$ cat config.mk
export PLATFORM = sky130hd
export DESIGN_NAME = stream_demux_flat
export DESIGN_NICKNAME = d
export VERILOG_FILES = /design/src/rtl/stream_demux_if.sv /design/src/rtl/stream_demux.sv /design/src/flat_wrapper.sv
export SDC_FILE = /design/constraint.sdc
export NUM_CORES = 1
export LEC_CHECK = 0
export BUFFER_PORTS_ARGS = -buffer_cell sky130_fd_sc_hd__buf_2
export CAP_MARGIN = 25
export CORE_MARGIN = 2
export CORE_UTILIZATION = 38
export CTS_BUF_LIST = sky130_fd_sc_hd__clkbuf_8
export DETAILED_ROUTE_END_ITERATION = 6
export GPL_ROUTABILITY_DRIVEN = 0
export PLACE_DENSITY_LB_ADDON = 0.05
export RECOVER_POWER = 100
export SLEW_MARGIN = 0
export SYNTH_ARGS = -nofsm -noshare
export SYNTH_HDL_FRONTEND = slang
export SYNTH_SLANG_ARGS = --single-unit
$ cat constraint.sdc
create_clock -name clk -period 2.6 [get_ports clk]
set_clock_uncertainty 0.1 [all_clocks]
set_input_delay 0.26 -clock clk [delete_from_list [all_inputs] [get_ports clk]]
set_output_delay 0.26 -clock clk [all_outputs]
set_load 0.1 [all_outputs]
$ cat src/rtl/stream_demux_if.sv
// Handshake bundle for the 1-to-2 stream demultiplexer: one producer stream in, two consumer streams out.
interface stream_demux_if #(
  parameter int WIDTH = 16,
  parameter int DEPTH = 4
);
  localparam int CW = $clog2(DEPTH + 1);

  logic             in_valid;
  logic             in_ready;
  logic [WIDTH-1:0] in_data;
  logic             in_sel;

  logic             out0_valid;
  logic             out0_ready;
  logic [WIDTH-1:0] out0_data;
  logic [CW-1:0]    out0_count;

  logic             out1_valid;
  logic             out1_ready;
  logic [WIDTH-1:0] out1_data;
  logic [CW-1:0]    out1_count;

  modport master (
    output in_valid, in_data, in_sel, out0_ready, out1_ready,
    input  in_ready, out0_valid, out0_data, out0_count,
           out1_valid, out1_data, out1_count
  );

  modport slave (
    input  in_valid, in_data, in_sel, out0_ready, out1_ready,
    output in_ready, out0_valid, out0_data, out0_count,
           out1_valid, out1_data, out1_count
  );
endinterface

$ cat src/rtl/stream_demux.sv
// Steers one valid/ready word stream into one of two independent per-channel FIFOs.
// A stalled consumer only backpressures words addressed to its own channel.
module stream_demux #(
  parameter int WIDTH = 16,
  parameter int DEPTH = 4
) (
  input logic           clk,
  input logic           reset,
  stream_demux_if.slave bus
);
  localparam int CW = $clog2(DEPTH + 1);
  localparam int PW = $clog2(DEPTH);

  logic [PW-1:0]    wr_ptr_q [2];
  logic [PW-1:0]    wr_ptr_d [2];
  logic [PW-1:0]    rd_ptr_q [2];
  logic [PW-1:0]    rd_ptr_d [2];
  logic [CW-1:0]    count_q  [2];
  logic [CW-1:0]    count_d  [2];
  logic [WIDTH-1:0] mem_q    [2][DEPTH];

  logic [1:0] full;
  logic [1:0] empty;
  logic [1:0] push;
  logic [1:0] pop;
  logic [1:0] out_ready;
  logic       in_ready;

  // in_ready looks only at registered occupancy, so a same-cycle pop never frees a full slot
  always_comb begin
    out_ready = {bus.out1_ready, bus.out0_ready};
    full      = '0;
    empty     = '0;
    push      = '0;
    pop       = '0;
    for (int n = 0; n < 2; n++) begin
      full[n]  = (count_q[n] == CW'(DEPTH));
      empty[n] = (count_q[n] == '0);
    end
    in_ready = !full[bus.in_sel];
    for (int n = 0; n < 2; n++) begin
      push[n] = bus.in_valid && in_ready && (bus.in_sel == 1'(n));
      pop[n]  = !empty[n] && out_ready[n];
    end
  end

  always_comb begin
    for (int n = 0; n < 2; n++) begin
      wr_ptr_d[n] = wr_ptr_q[n];
      rd_ptr_d[n] = rd_ptr_q[n];
      count_d[n]  = count_q[n];
      if (push[n]) begin
        wr_ptr_d[n] = wr_ptr_q[n] + PW'(1);
      end
      if (pop[n]) begin
        rd_ptr_d[n] = rd_ptr_q[n] + PW'(1);
      end
      case ({push[n], pop[n]})
        2'b10:   count_d[n] = count_q[n] + CW'(1);
        2'b01:   count_d[n] = count_q[n] - CW'(1);
        default: count_d[n] = count_q[n];
      endcase
    end
  end

  always_ff @(posedge clk) begin
    if (reset) begin
      for (int n = 0; n < 2; n++) begin
        wr_ptr_q[n] <= '0;
        rd_ptr_q[n] <= '0;
        count_q[n]  <= '0;
      end
    end else begin
      for (int n = 0; n < 2; n++) begin
        wr_ptr_q[n] <= wr_ptr_d[n];
        rd_ptr_q[n] <= rd_ptr_d[n];
        count_q[n]  <= count_d[n];
      end
    end
  end

  // Storage is left uncleared on reset; empty channels mask their head word to zero instead
  always_ff @(posedge clk) begin
    for (int n = 0; n < 2; n++) begin
      if (push[n] && !reset) begin
        mem_q[n][wr_ptr_q[n]] <= bus.in_data;
      end
    end
  end

  assign bus.in_ready   = in_ready;
  assign bus.out0_valid = !empty[0];
  assign bus.out0_data  = empty[0] ? '0 : mem_q[0][rd_ptr_q[0]];
  assign bus.out0_count = count_q[0];
  assign bus.out1_valid = !empty[1];
  assign bus.out1_data  = empty[1] ? '0 : mem_q[1][rd_ptr_q[1]];
  assign bus.out1_count = count_q[1];
endmodule
$ cat src/flat_wrapper.sv
// flat-port wrapper written by rule: the top's interface ports become plain ports
module stream_demux_flat 
#(
  parameter int WIDTH = 16,
  parameter int DEPTH = 4
)
  (clk, reset, bus_in_valid, bus_in_data, bus_in_sel, bus_out0_ready, bus_out1_ready, bus_in_ready, bus_out0_valid, bus_out0_data, bus_out0_count, bus_out1_valid, bus_out1_data, bus_out1_count);
  stream_demux_if #(.WIDTH(WIDTH), .DEPTH(DEPTH)) bus_i ();
  input logic clk;
  input logic reset;
  input wire logic [$bits(bus_i.in_valid)-1:0] bus_in_valid;
  input wire logic [$bits(bus_i.in_data)-1:0] bus_in_data;
  input wire logic [$bits(bus_i.in_sel)-1:0] bus_in_sel;
  input wire logic [$bits(bus_i.out0_ready)-1:0] bus_out0_ready;
  input wire logic [$bits(bus_i.out1_ready)-1:0] bus_out1_ready;
  output wire logic [$bits(bus_i.in_ready)-1:0] bus_in_ready;
  output wire logic [$bits(bus_i.out0_valid)-1:0] bus_out0_valid;
  output wire logic [$bits(bus_i.out0_data)-1:0] bus_out0_data;
  output wire logic [$bits(bus_i.out0_count)-1:0] bus_out0_count;
  output wire logic [$bits(bus_i.out1_valid)-1:0] bus_out1_valid;
  output wire logic [$bits(bus_i.out1_data)-1:0] bus_out1_data;
  output wire logic [$bits(bus_i.out1_count)-1:0] bus_out1_count;
  assign bus_i.in_valid = bus_in_valid;
  assign bus_i.in_data = bus_in_data;
  assign bus_i.in_sel = bus_in_sel;
  assign bus_i.out0_ready = bus_out0_ready;
  assign bus_i.out1_ready = bus_out1_ready;
  assign bus_in_ready = bus_i.in_ready;
  assign bus_out0_valid = bus_i.out0_valid;
  assign bus_out0_data = bus_i.out0_data;
  assign bus_out0_count = bus_i.out0_count;
  assign bus_out1_valid = bus_i.out1_valid;
  assign bus_out1_data = bus_i.out1_data;
  assign bus_out1_count = bus_i.out1_count;
  stream_demux #(.WIDTH(WIDTH), .DEPTH(DEPTH)) u_core (.clk(clk), .reset(reset), .bus(bus_i));
endmodule
==> flow_summary.yaml, run 1 <==
route:
  wirelength_microns: 11000
  drtPass1Iterations: 4
  topRoutingLayerUsed: "met4"
  wl_per_cell_microns: 18.3
  m1WireLength_microns: 4860
  drt_first_iter_violations: 159
  vias_per_cell: 4.85
  dr_wl_met2_microns: 5540
  drc: 0
  met3WireLength_microns: 389
  vias: 2905
  ant_nets: 0
critical_path:
  crit_family: "buffers and inverters"
  cp-end-kind: "output port"
  path_cells: "buf_12, mux4_2, nor2b_4, clkbuf_2"
  crit_path_top_delay_cell: "mux4_2"
  crit_fanout: 16
  worstPathArrival_ns: 2.10
  worst-path-buf-inv: 2
  path_class: "flip-flop to output port"
  start_kind: "flip-flop"
  cpPeakStageDelay_ns: 0.51
  cp_data_required_time_ns: 2.24
global_routing:
  grt_antenna_before_repair: 0
  grt_pass1_wl_microns: 17300
  track_usage: 0.149
  grt_overflow_total: 0
  grt_max_degree: 20
  grt_pass1_vias: 3080
cts:
  cts_resized: 0
  clk_pin_slew_ns: 0.07
  cts.sinks: 142
  cts_tree: "done"
  cts_buffers: 17
  clockBufferDepth: 2
  holdBufCountCts: 5
  ctsRootBufferMaster: "clkbuf_8"
  htree_num_levels: 4
  clk_latency_ns: 0.43
  cts_setup_buffers: 0
run_status:
  status: "complete, no violations"
logic_synthesis:
  ys_seq_area_frac: 0.712
  synth_edf_count: 128
  synth_warnings: 0
  syn_area_sq_um: 5790
  ys_async_sr_fraction: 0
  synth.net_count: 342
  ys_seq_elements: 142
  syn_inst: 308
  synth_cell_type_count: 31
  synth_ff_type: "edfxtp_1"
  synth.avg_cell_area_sq_um: 18.8
flow_run:
  maxCapViolCount: 0
floorplan:
  io_pins: 63
  initial_core_util: 0.385
  dieArea_sq_um: 16200
  rows: 45
  die_h_microns: 127
  core_sq_um: 15000
  die_x_microns: 127
placement:
  post_dp_cell_area_sq_um: 6630
  dp.cells: 562
  post-dp-hpwl_microns: 6890
  portBuffers: 62
final_layout:
  final_nets: 432
  design_area_sq_um: 6950
  final_cell_mix: "edfxtp_1, mux4_2, clkbuf_2"
  final_util: 0.462
  area_delta_synth_final_pct: 20.1
  antennaDiodeCount: 0
  drive_gt1_frac: 0.345
  final_common_cell: "edfxtp_1"
  layout.cells.non_filler: 599
timing:
  fin_crit_ns: 2.46
  rsz0062_at_grt: "no"
  whs_ns: 0.103
  hold_viol: 0
  period_share: 0.945
  timing.fmax_ghz: 0.407
  setup_viol: 0
  max-slew-margin-rel: 0.229
  tightest_slew_ns: 1.16
  maxSlewViolCount: 0
min_path:
  hp-class: "primary input to flip-flop"
[cells in the mapped netlist, types with 5 or more instances]
library cell | n | area share
a21oi_1 | 7 | 0.0061
and2_1 | 8 | 0.0086
buf_2 | 6 | 0.0052
dfxtp_1 | 14 | 0.048
edfxtp_1 | 128 | 0.66
ha_1 | 10 | 0.022
inv_1 | 15 | 0.0097
mux4_2 | 32 | 0.12
nor2_1 | 10 | 0.0065
nor2b_1 | 31 | 0.033
or3_1 | 5 | 0.0054
xor2_1 | 6 | 0.0091
[area by class of cell]
| cell class | instances | area [sq um] |
|---|---|---|
| Clock buffer | 17 | 234 |
| Clock inverter | 15 | 155 |
| Fill cell | 1328 | 8080 |
| Inverter | 15 | 56.3 |
| Multi-Input combinational cell | 139 | 1640 |
| Sequential cell | 142 | 4130 |
| Tap cell | 188 | 235 |
| Timing Repair Buffer | 83 | 498 |
[worst paths after layout]
path                                              end  cells past startpoint  slack, ns                   from
worst max register to register   u_core.count_q[0][5]                      8       0.20   u_core.count_q[0][3]
worst max-delay path                bus_out0_data[14]                      4       0.14  u_core.rd_ptr_q[0][0]
worst min-delay path             u_core.count_q[0][4]                      2       0.10                  reset
worst min register to register  u_core.wr_ptr_q[0][2]                      2       0.42  u_core.wr_ptr_q[0][2]
[cells by family (layout without fill, tap and decap cells)]
kind of cell,Yosys count,count (layout),synth area share
flip-flops,142,142,0.712
AND/OR/NAND/NOR,71,71,0.0785
multiplexers,36,36,0.132
buffers and inverters,27,130,0.0270
AO/OA/AOI/OAI,14,14,0.0130
adder cells (fa/ha/maj),12,12,0.0285
XOR/XNOR,6,6,0.00908
[flip-flops by register name, summed over array words and instances (netlist names)]
signal and cells:
u_core.mem_q 128, u_core.count_q 6, u_core.rd_ptr_q 4, u_core.wr_ptr_q 4
[per-layer routing]
layer  up-vias  global-route usage
li1       1365                   -
met2        63               0.246
met1      1462               0.188
met3        15              0.0398
met5         -                   0
met4         0              0.0582
[stage by stage]
stage	setup TNS (ns)	setup slack, ns
floorplan	-0.215	-0.0176
global placement	0	0.316
detailed placement	0	0.269
CTS	0	0.131
global route	0	0.0247
finish	0	0.143
Power of run 1 is left out: the tool's default activity adds up to more than one toggle a clock period on the data nets, which glitch-free logic cannot reach.
==> inputs of run 2 (changes only) <==
--- a/config.mk
+++ b/config.mk
@@ -6,8 +6,6 @@
 export NUM_CORES = 1
 export LEC_CHECK = 0
 export BUFFER_PORTS_ARGS = -buffer_cell sky130_fd_sc_hd__buf_2
-export CAP_MARGIN = 25
-export CORE_MARGIN = 2
 export CORE_UTILIZATION = 38
 export CTS_BUF_LIST = sky130_fd_sc_hd__clkbuf_8
 export DETAILED_ROUTE_END_ITERATION = 6
==> flow_summary.yaml, run 2 (same netlist as run 1, synthesis figures left out) <==
timing:
  tightest_slew_ns: 1.17
  hold_viol: 0
  timing.fmax_ghz: 0.406
  maxSlewViolCount: 0
  max-slew-margin-rel: 0.226
  setup_viol: 0
  tns_ns: 0
  period_share: 0.948
  whs_ns: 0.102
  fin_crit_ns: 2.46
  rsz0062_at_grt: "no"
min_path:
  hold_depth: 4
  whs_endpoint: "u_core.rd_ptr_q[0][3]"
  min-delay-start: "bus_out1_ready"
  hp-class: "primary input to flip-flop"
floorplan:
  dieArea_sq_um: 15700
  core_sq_um: 14700
  die_x_microns: 125
  initial_core_util: 0.394
  die_h_microns: 125
  rows: 44
  io_pins: 63
critical_path:
  timing.rr.end: "u_core.count_q[0][2]"
  cp-end-kind: "output port"
  start_kind: "flip-flop"
  regToRegSetupSlack_ns: 0.23
  path_cells: "buf_4, mux4_2, nor2b_4, clkbuf_2"
  crit_fanout: 10
  cpPeakStageDelay_ns: 0.54
  r2r_cells: 9
  crit_path_top_delay_cell: "mux4_2"
  cp_data_required_time_ns: 2.24
  startpoint: "u_core.rd_ptr_q[0][0]"
  worstPathArrival_ns: 2.10
  r2r_start: "u_core.count_q[0][0]"
  path_class: "flip-flop to output port"
run_status:
  status: "finished with violations"
  violations: "DRC"
cts:
  cts.sinks: 142
  cts_buffers: 17
  cts_tree: "done"
  cts_setup_buffers: 0
  clk_latency_ns: 0.43
  htree_num_levels: 4
  clk_pin_slew_ns: 0.07
  ctsRootBufferMaster: "clkbuf_8"
  clockBufferDepth: 2
global_routing:
  grt_max_degree: 20
  grt_overflow_total: 0
  grt_antenna_before_repair: 0
  track_usage: 0.159
  grt_pass1_wl_microns: 17800
  grt_pass1_vias: 3094
placement:
  portBuffers: 62
  post-dp-hpwl_microns: 7490
  dp.cells: 559
final_layout:
  final_util: 0.480
  antennaDiodeCount: 0
  final_nets: 444
  final_common_cell: "edfxtp_1"
  final_cell_mix: "edfxtp_1, mux4_2, clkbuf_1, clkbuf_2"
  largest_register_ffs: 128
  layout.cells.non_filler: 607
  drive_gt1_frac: 0.343
  n_fill_cell: 1292
  area_delta_synth_final_pct: 21.9
route:
  wirelength_microns: 11600
  vias_per_cell: 4.91
  drc: 4
  ant_nets: 0
  wl_per_cell_microns: 19.0
  drt_first_iter_violations: 198
  drtPass1Iterations: 6
  vias: 2983
flow_run:
  maxCapViolCount: 0
==> run 2: changes by cell type in the layout (fill, tap and decap cells not counted), moves of 2 or more <==
cell | before | now
buf_2 | 19 | 9
clkinvlp_4 | 2 | 4
dlygate4sd3_1 | 5 | 16
clkbuf_4 | 4 | 9
bufinv_16 | 3 | 1
buf_4 | 6 | 10
==> run 2: how the worst max path moves through the flow <==
stage,slack (ns),cells past startpoint,end
floorplan,-0.02,2,bus_out0_data[0]
global placement,0.32,9,u_core.count_q[0][2]
detailed placement,0.24,9,u_core.count_q[0][2]
CTS,0.06,4,bus_out0_data[4]
global route,0.01,4,bus_out0_data[8]
finish,0.14,4,bus_out0_data[14]
==> run 2: stage by stage <==
step           area [sq um]  worst slack (ns)
2_1_floorplan          5930           -0.0176
3_3_place_gp           6780             0.324
3_5_place_dp           6780             0.242
4_1_cts                7280            0.0567
5_1_grt                7060            0.0147
6_report               7060             0.136
==> run 2: layout make-up <==
cell class                 instances  area [sq um]  area share
tap                              184           230      0.0326
timing repair buffer              95           649      0.0920
clock inverter                    15           106      0.0151
inverter                          15          56.3     0.00798
clock buffer                      17           234      0.0332
sequential                       142          4130       0.585
multi-input combinational        139          1650       0.234
==> run 2: routing by layer <==
metal / global-route usage / share of wire / up-vias / wire length, microns
met5: 0 / 0 / - / 0
li1: - / - / 1382 / -
met2: 0.245 / 0.48 / 62 / 5540
met4: 0.0624 / 0.016 / 0 / 185
met3: 0.0454 / 0.036 / 14 / 412
met1: 0.214 / 0.47 / 1525 / 5420
==> run 2: critical path, delay by kind of cell (launching register included) <==
kind                   cells  cell delay, ns
multiplexers               1            0.54
buffers and inverters      2            0.63
AND/OR/NAND/NOR            1            0.14
flip-flops                 1            0.36
==> run 2: what timing repair did <==
item                                    in CTS  in global routing
hold endpoints to repair                   128                  0
endpoints found under the setup margin       8                  0
resized for setup                            1                  0
hold buffers                                16                  0
Power of run 2 is left out for the same reason.
==> inputs of run 3 (changes only) <==
--- a/config.mk
+++ b/config.mk
@@ -5,10 +5,10 @@
 export SDC_FILE = /design/constraint.sdc
 export NUM_CORES = 1
 export LEC_CHECK = 0
-export BUFFER_PORTS_ARGS = -buffer_cell sky130_fd_sc_hd__buf_2
 export CORE_UTILIZATION = 38
 export CTS_BUF_LIST = sky130_fd_sc_hd__clkbuf_8
 export DETAILED_ROUTE_END_ITERATION = 6
+export DONT_BUFFER_PORTS = 1
 export GPL_ROUTABILITY_DRIVEN = 0
 export PLACE_DENSITY_LB_ADDON = 0.05
 export RECOVER_POWER = 100
==> flow_summary.yaml, run 3 (same netlist as run 1, synthesis figures left out) <==
min_path:
  min-delay-start: "bus_in_valid"
  hold_depth: 2
  hp-class: "primary input to flip-flop"
  whs_endpoint: "u_core.wr_ptr_q[0][1]"
route:
  wl_per_cell_microns: 19.7
  wirelength_microns: 11600
  drtPass1Iterations: 6
  drt_first_iter_violations: 238
  m1WireLength_microns: 5290
  met3WireLength_microns: 553
  vias_per_cell: 4.88
  vias: 2870
  drc: 3
  dr_wl_met2_microns: 5640
  ant_nets: 0
  topRoutingLayerUsed: "met4"
final_layout:
  drive_gt1_frac: 0.356
  final_nets: 425
  final_common_cell: "edfxtp_1"
  area_delta_synth_final_pct: 24.1
  final_util: 0.489
  antennaDiodeCount: 0
  final_cell_mix: "edfxtp_1, mux4_2, buf_4"
  largest_register_ffs: 128
critical_path:
  r2r_cells: 6
  crit_fanout: 13
  cp-end-kind: "output port"
  regToRegSetupSlack_ns: 0.27
  timing.rr.end: "u_core.count_q[0][2]"
  cp_data_required_time_ns: 2.24
  r2r_start: "u_core.count_q[0][0]"
  path_class: "flip-flop to output port"
  worstPathArrival_ns: 2.08
  start_kind: "flip-flop"
cts:
  cts.sinks: 142
  clk_latency_ns: 0.43
  htree_num_levels: 4
  cts_setup_buffers: 0
  cts_tree: "done"
  ctsRootBufferMaster: "clkbuf_8"
  clockBufferDepth: 2
  cts_buffers: 17
  clk_pin_slew_ns: 0.07
floorplan:
  die_x_microns: 125
  rows: 44
  die_h_microns: 125
  initial_core_util: 0.394
  dieArea_sq_um: 15700
  core_sq_um: 14700
  io_pins: 63
timing:
  period_share: 0.939
  tightest_slew_ns: 1.15
  max-slew-margin-rel: 0.236
  whs_ns: 0.0764
  setup_viol: 0
  layout_setup_ws_ns: 0.159
  fin_crit_ns: 2.44
  maxSlewViolCount: 0
  hold_viol: 0
  timing.fmax_ghz: 0.410
  rsz0062_at_grt: "no"
global_routing:
  grt_pass1_vias: 3160
  grt_max_degree: 20
  track_usage: 0.163
  grt_overflow_total: 0
  grt_pass1_wl_microns: 18300
  grt_antenna_before_repair: 0
run_status:
  violations: "DRC"
  status: "finished with violations"
flow_run:
  maxCapViolCount: 0
placement:
  post-dp-hpwl_microns: 6920
  portBuffers: 0
  pre_cts_slack_ns: 0.301
## run 3: changes by cell type in the layout (fill, tap and decap cells not counted), moves of 7 or more
| cell | change |
|---|---|
| nor2b_2 | +8 |
| clkbuf_2 | -19 |
| buf_4 | +14 |
| clkbuf_1 | -20 |
| nor2b_1 | -8 |
| buf_12 | +7 |
| buf_2 | -9 |
## run 3: worst max-delay path, cell delays in order (launching register included)
cell and delay (ns):
dfxtp_1 0.33, clkbuf_4 0.34, mux4_2 0.57, nor2b_2 0.17, buf_4 0.23
## run 3: layer usage
layer / global-route usage / up-vias
met3: 0.0484 / 8
met5: 0 / -
met1: 0.215 / 1439
met2: 0.257 / 72
li1: - / 1351
met4: 0.0581 / 0
## run 3: how the worst max path moves through the flow
stage                           end                   from  cells after the start
2_1_floorplan      bus_out0_data[0]   u_core.count_q[0][0]                      2
3_5_place_dp   u_core.count_q[0][5]   u_core.count_q[0][3]                      8
3_3_place_gp   u_core.count_q[0][5]   u_core.count_q[0][3]                      8
6_report           bus_out0_data[4]  u_core.rd_ptr_q[0][0]                      4
5_1_grt            bus_out0_data[4]  u_core.rd_ptr_q[0][0]                      4
4_1_cts           bus_out0_data[14]  u_core.rd_ptr_q[0][1]                      4
## run 3: layout make-up
| type | count | area, sq um |
|---|---|---|
| fill | 1254 | 7510 |
| sequential | 142 | 4130 |
| multi-input combinational | 139 | 1650 |
| timing repair buffer | 76 | 756 |
| clock buffer | 17 | 234 |
| tap | 184 | 230 |
| clock inverter | 15 | 131 |
| inverter | 15 | 56.3 |
## run 3: what timing repair did
| item | 4_1_cts | 5_1_grt |
|---|---|---|
| hold buffers | 21 | 0 |
| endpoints found under the setup margin | 0 | 5 |
| gates resized for setup | 0 | 1 |
| endpoints found under the hold margin | 142 | 0 |
## run 3: per-stage QoR
| stage | cells | TNS [ns] | instance area [sq um] |
|---|---|---|---|
| floorplan | 308 | -0.215 | 5930 |
| global placement | 535 | 0 | 6960 |
| detailed placement | 535 | 0 | 6960 |
| CTS | 588 | 0 | 7540 |
| global route | 588 | 0 | 7190 |
| finish | 588 | 0 | 7190 |
Power of run 3 is left out for the same reason.
